===== config.mk =====
export PLATFORM = sky130hd
export DESIGN_NAME = tin_acc_ctrl
export DESIGN_NICKNAME = d
export VERILOG_FILES = /design/src/rtl/tin_acc_ctrl.sv
export SDC_FILE = /design/constraint.sdc
export NUM_CORES = 1
export LEC_CHECK = 0
export ABC_CLOCK_PERIOD_IN_PS = 4500
export CAP_MARGIN = 20
export CORE_MARGIN = 2
export CORE_UTILIZATION = 50
export CTS_CLUSTER_SIZE = 40
export DETAILED_ROUTE_END_ITERATION = 8
export GPL_ROUTABILITY_DRIVEN = 0
export PLACE_DENSITY = 0.84
export SYNTH_ARGS = -nofsm -noshare
export SYNTH_HDL_FRONTEND = slang
export SYNTH_SLANG_ARGS = --single-unit

===== constraint.sdc =====
create_clock -name clk -period 4.5 [get_ports clk]
set_input_delay 0.45 -clock clk [delete_from_list [all_inputs] [get_ports clk]]
set_output_delay 0.45 -clock clk [all_outputs]
set_load 0.03 [all_outputs]

===== src/rtl/tin_acc_ctrl.sv =====
// tin_acc_ctrl: sequences Tin-wide beats through the adder tree, tags them through its latency and
// accumulates num_pass tree outputs per result, cfg_num_out results per job.
// Optional feature: define TIN_ACC_CTRL_SAT_EN for saturating accumulation with a sticky o_sat flag.
module tin_acc_ctrl #(
    parameter int TIN        = 8,
    parameter int LOG2_TIN   = 3,
    parameter int DATA_WIDTH = 16,
    parameter int TREE_LAT   = 3,
    parameter int ACC_WIDTH  = 40,
    parameter int CNT_WIDTH  = 16
) (
    input  logic                           clk,
    input  logic                           rst_n,
    input  logic                           cfg_start,
    input  logic [CNT_WIDTH-1:0]           cfg_num_pass,
    input  logic [CNT_WIDTH-1:0]           cfg_num_out,
    output logic                           busy,
    output logic                           done,
    input  logic                           s_vld,
    output logic                           s_rdy,
    input  logic [DATA_WIDTH*TIN-1:0]      s_dat,
    output logic [DATA_WIDTH*TIN-1:0]      tree_i_dat,
    input  logic [DATA_WIDTH+LOG2_TIN-1:0] tree_o_dat,
    output logic                           o_vld,
    input  logic                           o_rdy,
    output logic [ACC_WIDTH-1:0]           o_dat,
    output logic                           o_sat
);
    localparam logic [TREE_LAT-1:0] LAST_TAG = TREE_LAT'(1) << (TREE_LAT - 1);

    typedef enum logic [1:0] {IDLE, RUN, DRAIN, OUT} state_t;

    state_t               state_q, state_d;
    logic [CNT_WIDTH-1:0] num_pass_q, num_pass_d, num_out_q, num_out_d;
    logic [CNT_WIDTH-1:0] pass_cnt_q, pass_cnt_d, out_cnt_q, out_cnt_d;
    logic [TREE_LAT-1:0]  en_q, first_q;
    logic [ACC_WIDTH-1:0] acc_q, acc_d, o_dat_q, o_dat_d, ext;
    logic                 sat_q, sat_d, o_sat_q, o_sat_d, pend_q, pend_d, done_q, done_d;
    logic                 hs, tag_en, tag_first;

    assign hs         = s_vld && s_rdy;
    assign s_rdy      = state_q == RUN;
    assign o_vld      = state_q == OUT;
    assign busy       = state_q != IDLE;
    assign done       = done_q;
    assign o_dat      = o_dat_q;
    assign o_sat      = o_sat_q;
    assign tree_i_dat = hs ? s_dat : '0;
    assign tag_en     = en_q[TREE_LAT-1];
    assign tag_first  = first_q[TREE_LAT-1];
    assign ext        = ACC_WIDTH'($signed(tree_o_dat));
    // the last beat's tag is alone in the line and exiting: acc is final after this edge
    assign pend_d     = state_q == DRAIN && en_q == LAST_TAG;

`ifdef TIN_ACC_CTRL_SAT_EN
    localparam logic [ACC_WIDTH-1:0] ACC_MIN = {1'b1, {(ACC_WIDTH-1){1'b0}}};
    logic [ACC_WIDTH:0] sum;
    logic               ovf;

    assign sum = tag_first ? {ext[ACC_WIDTH-1], ext} : {acc_q[ACC_WIDTH-1], acc_q} + {ext[ACC_WIDTH-1], ext};
    assign ovf = sum[ACC_WIDTH] != sum[ACC_WIDTH-1];

    // saturating accumulate; flag is sticky within a result and restarts on its first beat
    always_comb begin
        acc_d = !tag_en ? acc_q : ovf ? (sum[ACC_WIDTH] ? ACC_MIN : ~ACC_MIN) : sum[ACC_WIDTH-1:0];
        sat_d = !tag_en ? sat_q : ovf || (!tag_first && sat_q);
    end
`else
    // wrapping accumulate; the first beat of a result restarts the sum
    always_comb begin
        acc_d = !tag_en ? acc_q : tag_first ? ext : acc_q + ext;
        sat_d = 1'b0;
    end
`endif

    // job sequencing: start, beat counting, drain wait, result hand-off
    always_comb begin
        state_d    = state_q;
        num_pass_d = num_pass_q;
        num_out_d  = num_out_q;
        pass_cnt_d = pass_cnt_q;
        out_cnt_d  = out_cnt_q;
        o_dat_d    = o_dat_q;
        o_sat_d    = o_sat_q;
        done_d     = 1'b0;
        case (state_q)
            IDLE: if (cfg_start) begin
                num_pass_d = cfg_num_pass == '0 ? CNT_WIDTH'(1) : cfg_num_pass;
                num_out_d  = cfg_num_out == '0 ? CNT_WIDTH'(1) : cfg_num_out;
                pass_cnt_d = '0;
                out_cnt_d  = '0;
                state_d    = RUN;
            end
            RUN: if (hs) begin
                pass_cnt_d = pass_cnt_q == num_pass_q - CNT_WIDTH'(1) ? '0 : pass_cnt_q + CNT_WIDTH'(1);
                state_d    = pass_cnt_q == num_pass_q - CNT_WIDTH'(1) ? DRAIN : RUN;
            end
            DRAIN: if (pend_q) begin
                o_dat_d = acc_q;
                o_sat_d = sat_q;
                state_d = OUT;
            end
            OUT: if (o_rdy) begin
                out_cnt_d = out_cnt_q + CNT_WIDTH'(1);
                done_d    = out_cnt_q == num_out_q - CNT_WIDTH'(1);
                state_d   = out_cnt_q == num_out_q - CNT_WIDTH'(1) ? IDLE : RUN;
            end
            default: state_d = IDLE;
        endcase
    end

    // state, tag line and datapath registers; reset drops any in-flight beats and partial sum
    always_ff @(posedge clk or negedge rst_n) begin
        if (!rst_n) begin
            state_q    <= IDLE;
            num_pass_q <= '0;
            num_out_q  <= '0;
            pass_cnt_q <= '0;
            out_cnt_q  <= '0;
            en_q       <= '0;
            first_q    <= '0;
            acc_q      <= '0;
            sat_q      <= 1'b0;
            o_dat_q    <= '0;
            o_sat_q    <= 1'b0;
            pend_q     <= 1'b0;
            done_q     <= 1'b0;
        end else begin
            state_q    <= state_d;
            num_pass_q <= num_pass_d;
            num_out_q  <= num_out_d;
            pass_cnt_q <= pass_cnt_d;
            out_cnt_q  <= out_cnt_d;
            en_q       <= TREE_LAT'({en_q, hs});
            first_q    <= TREE_LAT'({first_q, hs && pass_cnt_q == '0});
            acc_q      <= acc_d;
            sat_q      <= sat_d;
            o_dat_q    <= o_dat_d;
            o_sat_q    <= o_sat_d;
            pend_q     <= pend_d;
            done_q     <= done_d;
        end
    end
endmodule


# ---- Yosys cells after proc, flatten, opt, wreduce, memory -nomap -nowiden
# Cells that the tools add are included.
# W data, S select, Z words.
dict set report totals {
  reg_bits 154
  in_bits 184
  output_inout_bits 173
  wordCells 60
}
dict set report op_classes {
  eq_ne 10
  n_reduce_logical 15
  mux 19
  n_addsub 5
}
# cell count
set ops {}
lappend ops {{$mux W128} 1}
lappend ops {{$mux W16} 6}
lappend ops {{$pmux W16 S2} 2}
lappend ops {{$logic_not A16 Y1} 3}
lappend ops {{$add A40 B40 Y40} 1}
lappend ops {{$mux W40} 1}
lappend ops {{$add A16 B1 Y16 const B} 2}
lappend ops {{$eq A16 B16 Y1} 2}
lappend ops {{$sub A16 B1 Y16 const B} 2}
lappend ops {{$mux W2} 5}
lappend ops {{$pmux W2 S4} 1}
lappend ops {{$reduce_and A3 Y1} 2}
lappend ops {{$reduce_bool A2 Y1} 3}
lappend ops {{$eq A2 B2 Y1 const B} 2}
lappend ops {{$ne A2 B1 Y1 const B} 2}
lappend ops {{$ne A2 B2 Y1 const B} 2}
lappend ops {{$reduce_and A2 Y1} 2}
lappend ops {{$reduce_and A4 Y1} 1}
lappend ops {{$eq A3 B3 Y1 const B} 1}
lappend ops {{$logic_and A1 B1 Y1} 3}
lappend ops {{$mux W1} 3}
lappend ops {{$eq A2 B1 Y1 const B} 1}
lappend ops {{$logic_not A2 Y1} 1}

# ---- Longest topological paths before layout
# Gate-level depths: netlist (run 1).
dict set report depth {
  word_depth 5
  mapped_depth 11
  ltp_nobuf 11
}

# ---- Least setup slack after synthesis (run 1)
# OpenSTA, ideal clock, no wires.
dict set report synth_timing {
  path_kind {in2reg}
  startpoint {in tree_o_dat[0]}
  endpoint {reg acc_q[36]}
  setup_slack_ns 1.609
  arrival_time_ns 2.767
  required_ns 4.376
  n_path_buf 0
  setup_time_ns 0.124
  path_stages 11
  cell_sequence {ha_1 -> fa_1 -> a21o_1 -> a21o_1 -> a21oi_1 -> o21ai_1 -> a311oi_1 -> nor2_1 -> a211oi_1 -> mux2i_1 -> a211o_1}
}
dict set report synth_between {
  elab_chain_cells 2
}
# item line_no
set synth_lines {}
lappend synth_lines {{start: declaration} 23} ;# input logic [DATA_WIDTH+LOG2_TIN-1:0] tree_o_dat,
lappend synth_lines {{$add A40 B40 Y40} 71} ;# acc_d = !tag_en ? acc_q : tag_first ? ext : acc_q + ext;
lappend synth_lines {{$mux W40} 71}
lappend synth_lines {{end signal: assignment} 122} ;# acc_q <= '0;
lappend synth_lines {{end signal: assignment} 136} ;# acc_q <= acc_d;
lappend synth_lines {{end: declaration} 37} ;# logic [ACC_WIDTH-1:0] acc_q, acc_d, o_dat_q, o_dat_d, ext;
# No other way between the ends.
# A chain may end at the register's enable or synchronous reset.

# ---- Worst setup path after layout (run 1)
dict set report layout_timing {
  startpoint {in tree_o_dat[18]}
  endpoint {reg acc_q[37]}
}
dict set report layout_between {
  elab_chain_cells 2
}
# item line_no
set layout_lines {}
lappend layout_lines {{$add A40 B40 Y40} 71}
lappend layout_lines {{$mux W40 (*)} 71}
# Every way passes the cells marked *; elsewhere a longest branch is shown, timed or not.

==> summary.md, run 1 <==
| Metric | Value |
|---|---|
| Status | complete, no violations |
| Hold Crit Class | primary input to asynchronous set/reset pin |
| Worst path required time | 4.82 ns |
| Syn Area/Cell | 8.99 um^2 |
| Drt pass-1 iters | 5 |
| Final hold vios | 0 |
| Largest area contributor in the netlist | dfrtp_1 |
| Primary FF master, synth | dfrtp_1 |
| Syn_nets | 1394 |
| Synthesis-stage register bit count | 154 |
| Global route overflow | 0 |
| Final setup TNS | 0 ns |
| Clk_lat worst skew | 0.44 ns |
| Die area | 22100 um^2 |
| Vias in the first global route | 9856 |
| WP data arrival | 3.74 ns |
| Root Driver | clkbuf_16 |
| Layout cells sized above 1 | 7.80% |
| Share of the synthesized area in the top cell type | 36.8% |
| Pwr Total | 0.00679 W |
| CP max FO | 23 |
| Routed WL per cell | 20.9 um |
| Synth async-reset ratio | 100% |
| Max cap viols | 0 |
| Largest net degree at the start of global routing | 132 |
| Detail Route Antenna Nets | 0 |
| Register area share after synthesis | 36.8% |
| Layout Nets | 1716 |
| First DRT Iteration DRCs | 713 |
| DIE HEIGHT | 149 um |
| Worst-Margin Slew | 0.951 ns |
| Row count | 52 |
| # diodes | 0 |
| Clock skew | 0.0124 ns |
| Post-CTS Setup Bufs | 0 |
| Via count | 10147 |
| IO Port Bufs | 355 |
| CTS Buf Count | 17 |
| Chip width | 149 um |
| Syn Std Cell Area | 10500 um^2 |
| Cells after synthesis | 1165 |
| Peak VDD IR | 0.329 mV |
| Slew headroom | 36.4% |
| Max Fclk | 293 MHz |
| Synth Area in Adders | 5.45% |
| CP Capture Type | flop |
| CTS tree | done |
| Power Density | 459 nW/um^2 |
| Vias/cell | 5.73 |
| RSZ-0062 raised after global routing | no |
| CTS sink cnt | 154 |
| Tmin final | 3.42 ns |
| EDFF count, synth | 0 |
| CP Launch Type | primary input |
| Tcrit/Tclk final | 75.9% |
| Top Ports | 357 |
| Post-synth cell types | 78 |
| Main combinational cell family by area after synthesis | simple AND/OR/NAND/NOR gates |
| Synth Area in Simple Gates | 23.5% |
| Tot GR Track Use | 33.4% |
| # DRC | 0 |
| Mux share of post-synthesis cell area | 7.73% |
| Leak | 6.26 nW |
| Dominant cells by area after synthesis | dfrtp_1 (37%), and2_1 (7.7%), mux2_2 (6.8%) |
| CTS clk-pin slew, worst paths | 0.07 ns |
| Commonest cells in the netlist | dfrtp_1 (154), and2_1 (129), nand2_1 (86), nor2_1 (84), a21oi_1 (67) |
| First-pass GRT wire length | 56100 um |
| CORE AREA | 20400 um^2 |
| Post-CTS Resized | 0 |
| Compound-cell area share of the yosys netlist | 16.3% |
| Slew Limit Fails | 0 |
| Synthesis-to-finish area growth | 41.3% |
| Final setup vio count | 0 |
| Most frequent cell after synthesis | dfrtp_1 |
| CP Class | primary input to flop |
| Final WL | 37000 um |
| Cts hold-fix bufs | 0 |
| H-tree depth | 4 |
| Initial Util | 51.4% |
| Xor-xnor portion of the synthesized cell area | 6.86% |
| Ys Warns | 0 |
| Clk buf depth | 2 |
| DP HPWL | 29100 um |
| Initial antenna violation count | 0 |
-- state kept, by name (all words and copies together), names as in the netlist, named ones only --
| name | cells |
|---|---|
| num_pass_q | 16 |
| pend_q | 1 |
| o_dat | 40 |
| out_cnt_q | 16 |
| num_out_q | 16 |
| state_q | 1 |
| en_q | 3 |
| first_q | 3 |
| acc_q | 40 |
| done | 1 |
| pass_cnt_q | 16 |
-- area by class of cell --
type	instances	area (um^2)
inverter	29	109
clock inverter	15	136
timing repair buffer	363	3650
fill	1546	5570
multi-input combinational	922	6290
tap	270	338
sequential	154	3850
clock buffer	17	425
-- worst max-delay path, stage by stage --
cell and delay [ns]:
clkdlybuf4s50_1 0.62, buf_4 0.34, ha_1 0.42, nand2_1 0.11, nor3_1 0.37, nand4_1 0.14, nand3_1 0.10, a41oi_1 0.06
o211ai_1 0.31, a31oi_1 0.16, o311a_1 0.36, a2111o_1 0.28
-- placed cells by master, fill, tap and decap left out, drive strengths merged, types with 4 or more instances in the layout --
cell	n
clkdlybuf4s50	354
dfrtp	154
and2	130
nand2	86
nor2	84
o21ai	73
a21oi	67
mux2	63
xnor2	50
ha	44
inv	35
xor2	32
nand3	26
nor4	23
a21o	22
nor3	20
and3	19
clkbuf	17
or3	13
nand2b	12
nand4	12
a31oi	11
o21a	11
mux2i	10
o211ai	10
buf	9
o31ai	8
clkinv	8
nor2b	7
o21bai	6
o22a	6
o221ai	6
or4	5
a211oi	5
nand3b	5
a41oi	4
-- metrics by stage --
stage                     cells  instance area [um^2]  hold slack [ns]  setup slack [ns]  util (%)
after detailed placement   1738                 14200            0.336             0.677      69.9
after global placement     1737                 14200            0.336             0.781      69.8
after global routing       1770                 14800            0.197             0.874      72.7
final                      1770                 14800            0.120              1.08      72.7
after floorplan            1165                 10500            0.154              1.61         -
after CTS                  1770                 14800            0.156              1.11      72.7
-- metal layers --
layer | wire [um] | track usage (%) | up-vias
met3 | 2590 | 9.57 | 88
met4 | 3020 | 23.7 | 0
met1 | 14000 | 38.7 | 4876
met5 | 0 | 0 | -
li1 | - | - | 4802
met2 | 17400 | 53.4 | 381
-- worst paths after layout --
| kind | from | endpoint | slack (ns) | cells after the start |
|---|---|---|---|---|
| setup / recovery | tree_o_dat[18] | acc_q[37]$_DFFE_PN0P_ | 1.08 | 12 |
| hold / removal | rst_n | o_dat[14]$_DFFE_PN0P_ | 0.12 | 1 |
| setup reg to reg | acc_q[0]$_DFFE_PN0P_ | acc_q[36]$_DFFE_PN0P_ | 1.31 | 11 |
| hold reg to reg | first_q[1]$_DFF_PN0_ | first_q[2]$_DFF_PN0_ | 0.36 | 0 |
| max in group asynchronous | rst_n | en_q[1]$_DFF_PN0_ | 3.46 | 2 |
| min in group clk | first_q[1]$_DFF_PN0_ | first_q[2]$_DFF_PN0_ | 0.36 | 0 |
-- cells by family (layout without fill, tap and decap cells) --
kind of cell    count (synthesis)  count (layout)
xor+xnor                       82              82
simple gates                  457             457
compound gates                264             264
fa+ha+maj                      45              45
flops                         154             154
other cells                     1               1
mux                            73              73
buf+inv                        89             424
-- power by group --
| part | total, W | leakage (nW) | switching, W | internal (W) |
|---|---|---|---|---|
| Sequential | 0.00194 | 1.98 | 0.000306 | 0.00163 |
| Clock | 0.00137 | 0.274 | 0.000649 | 0.000726 |
| Combinational | 0.00348 | 4.00 | 0.00197 | 0.00151 |
Note: power is estimated with default switching activity, not from simulation.
==> run 2: changes to the inputs <==
==> config.mk (replaced) <==
export PLATFORM = sky130hd
export DESIGN_NAME = tin_acc_ctrl
export DESIGN_NICKNAME = d
export VERILOG_FILES = /design/src/rtl/tin_acc_ctrl.sv
export SDC_FILE = /design/constraint.sdc
export NUM_CORES = 1
export LEC_CHECK = 0
export ABC_CLOCK_PERIOD_IN_PS = 2800
export CAP_MARGIN = 20
export CORE_MARGIN = 2
export CORE_UTILIZATION = 42
export CTS_CLUSTER_SIZE = 40
export DETAILED_ROUTE_END_ITERATION = 8
export GPL_ROUTABILITY_DRIVEN = 0
export PLACE_DENSITY = 0.75
export SYNTH_ARGS = -nofsm -noshare
export SYNTH_HDL_FRONTEND = slang
export SYNTH_SLANG_ARGS = --single-unit
==> constraint.sdc (replaced) <==
create_clock -name clk -period 2.8 [get_ports clk]
set_input_delay 0.28 -clock clk [delete_from_list [all_inputs] [get_ports clk]]
set_output_delay 0.28 -clock clk [all_outputs]
set_load 0.03 [all_outputs]
==> summary.md, run 2 (same netlist as run 1, synthesis figures left out) <==
| Metric | Value |
|---|---|
| Status | complete, no violations (unchanged) |
| CP dominant cell by count | o211ai_1 |
| IO Port Bufs | 355 (unchanged) |
| Global route overflow | 0 (unchanged) |
| Hold Crit Class | flop to flop (was primary input to asynchronous set/reset pin) |
| Layout Nets | 1862 (was 1716) |
| Initial Util | 42.9% (was 51.4%) |
| Most common cell after layout, fill and taps aside | clkdlybuf4s50_1 (unchanged) |
| Final hold vios | 0 (unchanged) |
| Worst r2r src | acc_q[1]$_DFFE_PN0P_ (was acc_q[0]$_DFFE_PN0P_) |
| Final setup vio count | 0 (unchanged) |
| Buf+Inv Stages, Crit Path | 0 (was 2) |
| Worst path depth | 10 (was 12) |
| # diodes | 0 (unchanged) |
| DP HPWL | 27400 um (was 29100 um) |
| Routed WL per cell | 18.0 um (was 20.9 um) |
| Reg2Reg Depth | 10 (was 11) |
| Core Util, Final | 66.6% (was 72.7%) |
| Clock skew | 0.0119 ns (was 0.0124 ns) |
| CP peak stage delay | 0.40 ns (was 0.62 ns) |
| CORE AREA | 24400 um^2 (was 20400 um^2) |
| DIE HEIGHT | 162 um (was 149 um) |
| CTS clk-pin slew, worst paths | 0.06 ns (was 0.07 ns) |
| Clk buf depth | 2 (unchanged) |
| Synthesis-to-finish area growth | 55.2% (was 41.3%) |
| RSZ-0062 raised after global routing | yes (was no) |
| Final setup TNS | 0 ns (unchanged) |
| R2R setup slack | 0.006 ns (was 1.31 ns) |
| Slew Limit Fails | 0 (unchanged) |
| Max Fclk | 358 MHz |
| Critical Path Start | acc_q[1]$_DFFE_PN0P_ (was tree_o_dat[18]) |
| Slowest CP cell | dfrtp_1 (was clkdlybuf4s50_1) |
| First-pass GRT wire length | 55000 um (was 56100 um) |
| CTS Buf Count | 17 (unchanged) |
| Tot GR Track Use | 26.4% (was 33.4%) |
| Row count | 57 (was 52) |
| Worst path required time | 3.11 ns (was 4.82 ns) |
| CP Launch Type | flop (was primary input) |
| CTS sink cnt | 154 (unchanged) |
| First DRT Iteration DRCs | 769 (was 713) |
| Max cap viols | 0 (unchanged) |
| Vias in the first global route | 10561 (was 9856) |
| WP data arrival | 3.10 ns (was 3.74 ns) |
| Die area | 26200 um^2 (was 22100 um^2) |
| Vias/cell | 5.35 (was 5.73) |
| CP Capture Type | flop (unchanged) |
| Most frequent cells in the layout | clkdlybuf4s50_1 (241), buf_4 (234), dfrtp_1 (149) (was clkdlybuf4s50_1 (354), dfrtp_1 (153), and2_1 (129)) |
| Largest net degree at the start of global routing | 81 (was 132) |
| Top Ports | 357 (unchanged) |
| Critical Path Sink | acc_q[37]$_DFFE_PN0P_ (unchanged) |
| Via count | 10540 (was 10147) |
| CP max FO | 3 (was 23) |
| Top delay family on crit path | compound AO/OA/AOI/OAI gates (unchanged) |
| Tcrit/Tclk final | 99.8% |
| Power Density | 762 nW/um^2 (was 459 nW/um^2) |
| Drt pass-1 iters | 5 (unchanged) |
| Peak VDD IR | 0.395 mV (was 0.329 mV) |
| Root Driver | clkbuf_16 (unchanged) |
| Chip width | 162 um (was 149 um) |
| Reg-to-reg endpoint | acc_q[37]$_DFFE_PN0P_ (was acc_q[36]$_DFFE_PN0P_) |
| Chain of cells forming the critical path | ha_1, a21o_1, and4_4, o21ai_2, o211ai_1, a41oi_2, o211ai_1, a31oi_1, o311a_1, a2111o_1 (was clkdlybuf4s50_1, buf_4, ha_1, nand2_1, nor3_1, nand4_1, nand3_1, a41oi_1, o211ai_1, a31oi_1, o311a_1, a2111o_1) |
| Clk_lat worst skew | 0.43 ns (was 0.44 ns) |
| Initial antenna violation count | 1 (was 0) |
| CTS tree | done (unchanged) |
| CP Class | flop to flop (was primary input to flop) |
| H-tree depth | 4 (unchanged) |
| Tmin final | 2.79 ns |
| # DRC | 0 (unchanged) |
| Final WL | 35400 um (was 37000 um) |
| Slew headroom | 54.2% (was 36.4%) |
| Layout cells sized above 1 | 24.4% (was 7.80%) |
| Worst-Margin Slew | 0.687 ns (was 0.951 ns) |
| Leak | 7.29 nW (was 6.26 nW) |
| Detail Route Antenna Nets | 0 (unchanged) |
-- run 2: metal layers --
layer  vias up  wire [um]  track usage (%)
met1      5006      14300             32.2
met2       380      18100             46.5
met5         -         16                0
met4         2       1290             10.7
met3        68       1680             4.26
li1       5084          -                -
-- run 2: area by class of cell --
cell class / count / area (um^2)
fill: 1916 / 8140
clock buffer: 19 / 433
inverter: 29 / 109
timing repair buffer: 509 / 4820
tap: 324 / 405
sequential: 154 / 3860
clock inverter: 13 / 144
multi-input combinational: 922 / 6480
-- run 2: what timing repair did --
action                                  in CTS  in global routing
pin swaps                                   14                 11
endpoints found under the setup margin      13                 30
hold endpoints to repair                    47                  0
resized for setup                           19                 20
hold buffers                                 1                  0
gates cloned                                 0                  1
buffers inserted                             3                  7
-- run 2: where the power goes --
| group | switching [W] | internal [W] | total, W |
|---|---|---|---|
| clock | 0.000983 | 0.00132 | 0.00231 |
| sequential | 0.000436 | 0.00263 | 0.00306 |
| combinational | 0.00355 | 0.00346 | 0.00701 |
-- run 2: per-stage QoR --
stage | area (um^2) | hold WS (ns) | worst slack, ns | total power (W) | cells
after global placement | 15400 | 0.251 | -0.573 | 0.00952 | 1927
after detailed placement | 15400 | 0.253 | -0.607 | 0.00968 | 1927
after global routing | 16200 | 0.362 | -0.153 | 0.0132 | 1970
after floorplan | 10500 | -0.0156 | 0.0481 | 0.00691 | 1165
after CTS | 16100 | 0.354 | -0.00314 | 0.0122 | 1962
final | 16200 | 0.354 | 0.00625 | 0.0124 | 1970
-- run 2: worst min-delay path by stage --
stage / from / to / slack, ns / depth (start not counted)
floorplan: rst_n / asynchronous set/reset pin / -0.02 / 0
global placement: rst_n / acc_q[11]$_DFFE_PN0P_ / 0.25 / 1
detailed placement: rst_n / acc_q[13]$_DFFE_PN0P_ / 0.25 / 1
CTS: first_q[1]$_DFF_PN0_ / first_q[2]$_DFF_PN0_ / 0.35 / 0
global route: first_q[1]$_DFF_PN0_ / first_q[2]$_DFF_PN0_ / 0.36 / 0
finish: first_q[1]$_DFF_PN0_ / first_q[2]$_DFF_PN0_ / 0.35 / 0
==> run 3: changes to the inputs <==
--- a/config.mk
+++ b/config.mk
@@ -7,12 +7,14 @@
 export LEC_CHECK = 0
 export ABC_CLOCK_PERIOD_IN_PS = 2800
 export CAP_MARGIN = 20
+export CELL_PAD_IN_SITES_DETAIL_PLACEMENT = 2
+export CELL_PAD_IN_SITES_GLOBAL_PLACEMENT = 2
 export CORE_MARGIN = 2
-export CORE_UTILIZATION = 42
+export CORE_UTILIZATION = 24
 export CTS_CLUSTER_SIZE = 40
 export DETAILED_ROUTE_END_ITERATION = 8
 export GPL_ROUTABILITY_DRIVEN = 0
-export PLACE_DENSITY = 0.75
+export PLACE_DENSITY = 0.74
 export SYNTH_ARGS = -nofsm -noshare
 export SYNTH_HDL_FRONTEND = slang
 export SYNTH_SLANG_ARGS = --single-unit
==> summary.md, run 3 (same netlist as run 1, synthesis figures left out) <==
| Metric | Value |
|---|---|
| Initial Util | 24.3% (was 42.9%) |
| CP max FO | 4 (was 3) |
| DP Worst Slack | -0.708 ns (was -0.607 ns) |
| Final setup margin | -0.108 ns (was 0.00625 ns) |
| Largest net degree at the start of global routing | 90 (was 81) |
| Vias in the first global route | 11892 (was 10561) |
| Clock skew | 0.0109 ns (was 0.0119 ns) |
| Top Ports | 357 (unchanged) |
| Synthesis-to-finish area growth | 63.7% (was 55.2%) |
| IO Port Bufs | 355 (unchanged) |
| Most frequent cells in the layout | clkdlybuf4s50_1 (264), buf_4 (251), dfrtp_1 (151) (was clkdlybuf4s50_1 (241), buf_4 (234), dfrtp_1 (149)) |
| CTS clk-pin slew, worst paths | 0.07 ns (was 0.06 ns) |
| Root Driver | clkbuf_16 (unchanged) |
| Clk_lat worst skew | 0.46 ns (was 0.43 ns) |
| CP Launch Type | flop (unchanged) |
| Vias/cell | 4.76 (was 5.35) |
| Pwr Total | 0.0136 W (was 0.0124 W) |
| Leak | 7.46 nW (was 7.29 nW) |
| Slowest CP cell | dfrtp_1 (unchanged) |
| First DRT Iteration DRCs | 331 (was 769) |
| Via count | 10797 (was 10540) |
| Detail Route Antenna Nets | 0 (unchanged) |
| Max cap viols | 0 (unchanged) |
| WP data arrival | 3.25 ns (was 3.10 ns) |
| Clk buf depth | 2 (unchanged) |
| Tcrit/Tclk final | 104% (was 99.8%) |
| Tot GR Track Use | 19.0% (was 26.4%) |
| Layout Nets | 1896 (was 1862) |
| H-tree depth | 4 (unchanged) |
| Most common cell after layout, fill and taps aside | clkdlybuf4s50_1 (unchanged) |
| CTS sink cnt | 154 (unchanged) |
| Failing checks | negative setup slack |
| DIE HEIGHT | 213 um (was 162 um) |
| Fillcell total | 4608 (was 1916) |
| CTS Buf Count | 17 (unchanged) |
| Peak VDD IR | 0.438 mV (was 0.395 mV) |
| CTS tree | done (unchanged) |
| Drt pass-1 iters | 4 (was 5) |
| # DRC | 0 (unchanged) |
| Reg area | 3860 um^2 (about the same) |
| Final WL | 44800 um (was 35400 um) |
| Hold Crit Class | flop to flop (unchanged) |
| Tmin final | 2.91 ns (was 2.79 ns) |
| Top delay family on crit path | compound AO/OA/AOI/OAI gates (unchanged) |
| Initial antenna violation count | 0 (was 1) |
| Die area | 45300 um^2 (was 26200 um^2) |
| First-pass GRT wire length | 67500 um (was 55000 um) |
| Buf+Inv Stages, Crit Path | 2 (was 0) |
| Slew Limit Fails | 0 (unchanged) |
| Row count | 76 (was 57) |
| Chain of cells forming the critical path | ha_4, a21o_1, a21o_1, a311oi_2, buf_4, nand2_1, a311oi_2, buf_4, nor2_4, a211oi_2, mux2i_1, a211o_1 (was ha_1, a21o_1, and4_4, o21ai_2, o211ai_1, a41oi_2, o211ai_1, a31oi_1, o311a_1, a2111o_1) |
| Layout cells sized above 1 | 26.9% (was 24.4%) |
| Power Density | 795 nW/um^2 (was 762 nW/um^2) |
| RSZ-0062 raised after global routing | yes (unchanged) |
| Global route overflow | 0 (unchanged) |
| Max Fclk | 344 MHz (was 358 MHz) |
| Status | finished, violations left (was complete, no violations) |
| CP peak stage delay | 0.42 ns (was 0.40 ns) |
| Final hold vios | 0 (unchanged) |
| Worst-Margin Slew | 0.756 ns (was 0.687 ns) |
| DP HPWL | 33900 um (was 27400 um) |
| CP Capture Type | flop (unchanged) |
| Slew headroom | 49.6% (was 54.2%) |
| Final setup vio count | 6 (was 0) |
| Routed WL per cell | 19.8 um (was 18.0 um) |
| Worst path required time | 3.14 ns (was 3.11 ns) |
| Chip width | 213 um (was 162 um) |
| CORE AREA | 43100 um^2 (was 24400 um^2) |
| CP Class | flop to flop (unchanged) |
| Footprint of the multi-input gates | 6770 um^2 (was 6480 um^2) |
run 3: cell types whose count changed in the layout (fill, tap and decap cells not counted), sizes merged:
cell | previous run | this run
diode | 0 | 2
clkbuf | 20 | 26
inv | 32 | 29
clkinv | 8 | 2
buf | 265 | 275
clkdlybuf4s50 | 241 | 264
bufinv | 2 | 5
run 3: cell type report:
cell class	instances	area share [%]
tap	585	4.27
multi-input combinational	922	39.5
clock buffer	24	2.75
timing repair buffer	543	29.3
antenna	2	0.0292
clock inverter	7	0.956
sequential	154	22.5
inverter	29	0.635
run 3: power by group:
group	internal (W)	leakage, nW	switching, W
Combinational	0.00388	5.17	0.00411
Sequential	0.00263	1.98	0.000417
Clock	0.00162	0.308	0.000973
run 3: stage by stage:
stage / hold WS, ns / util, % / setup TNS [ns] / area [um^2] / cells
2_1_floorplan: -0.0156 / - / 0 / 10500 / 1165
3_5_place_dp: 0.310 / 36.7 / -12.89 / 15800 / 2214
5_1_grt: 0.356 / 39.8 / -2.76 / 17100 / 2264
6_report: 0.351 / 39.8 / -0.294 / 17100 / 2266
4_1_cts: 0.354 / 38.6 / -0.0276 / 16600 / 2254
3_3_place_gp: 0.308 / 36.7 / -10.67 / 15800 / 2214
run 3: path summary, 6_finish.rpt:
| path | startpoint | cells past startpoint | slack [ns] | endpoint |
|---|---|---|---|---|
| min reg2reg | first_q[1]$_DFF_PN0_ | 0 | 0.35 | first_q[2]$_DFF_PN0_ |
| max in group asynchronous | rst_n | 3 | 1.70 | num_pass_q[0]$_DFFE_PN0P_ |
| max | acc_q[24]$_DFFE_PN0P_ | 12 | -0.11 | acc_q[36]$_DFFE_PN0P_ |
| max reg2reg | acc_q[24]$_DFFE_PN0P_ | 12 | -0.11 | acc_q[36]$_DFFE_PN0P_ |
| min | first_q[1]$_DFF_PN0_ | 0 | 0.35 | first_q[2]$_DFF_PN0_ |
| min in group asynchronous | rst_n | 2 | 0.36 | acc_q[14]$_DFFE_PN0P_ |
run 3: repair_timing:
item	in CTS	in global routing
setup buffers	8	8
cloned	0	3
gates resized for setup	25	75
endpoints found under the hold margin	54	0
pin swaps	15	39
hold buffers	1	0
endpoints found under the setup margin	26	33
run 3: layer usage:
metal | routed length, um | global-route usage [%] | vias to the layer above | share of wire [%]
li1 | - | - | 5138 | -
met1 | 19100 | 24.4 | 5449 | 43
met2 | 23600 | 33.6 | 166 | 53
met3 | 1460 | 2.79 | 44 | 3.3
met4 | 618 | 4.20 | 0 | 1.4
met5 | 0 | 0 | - | 0
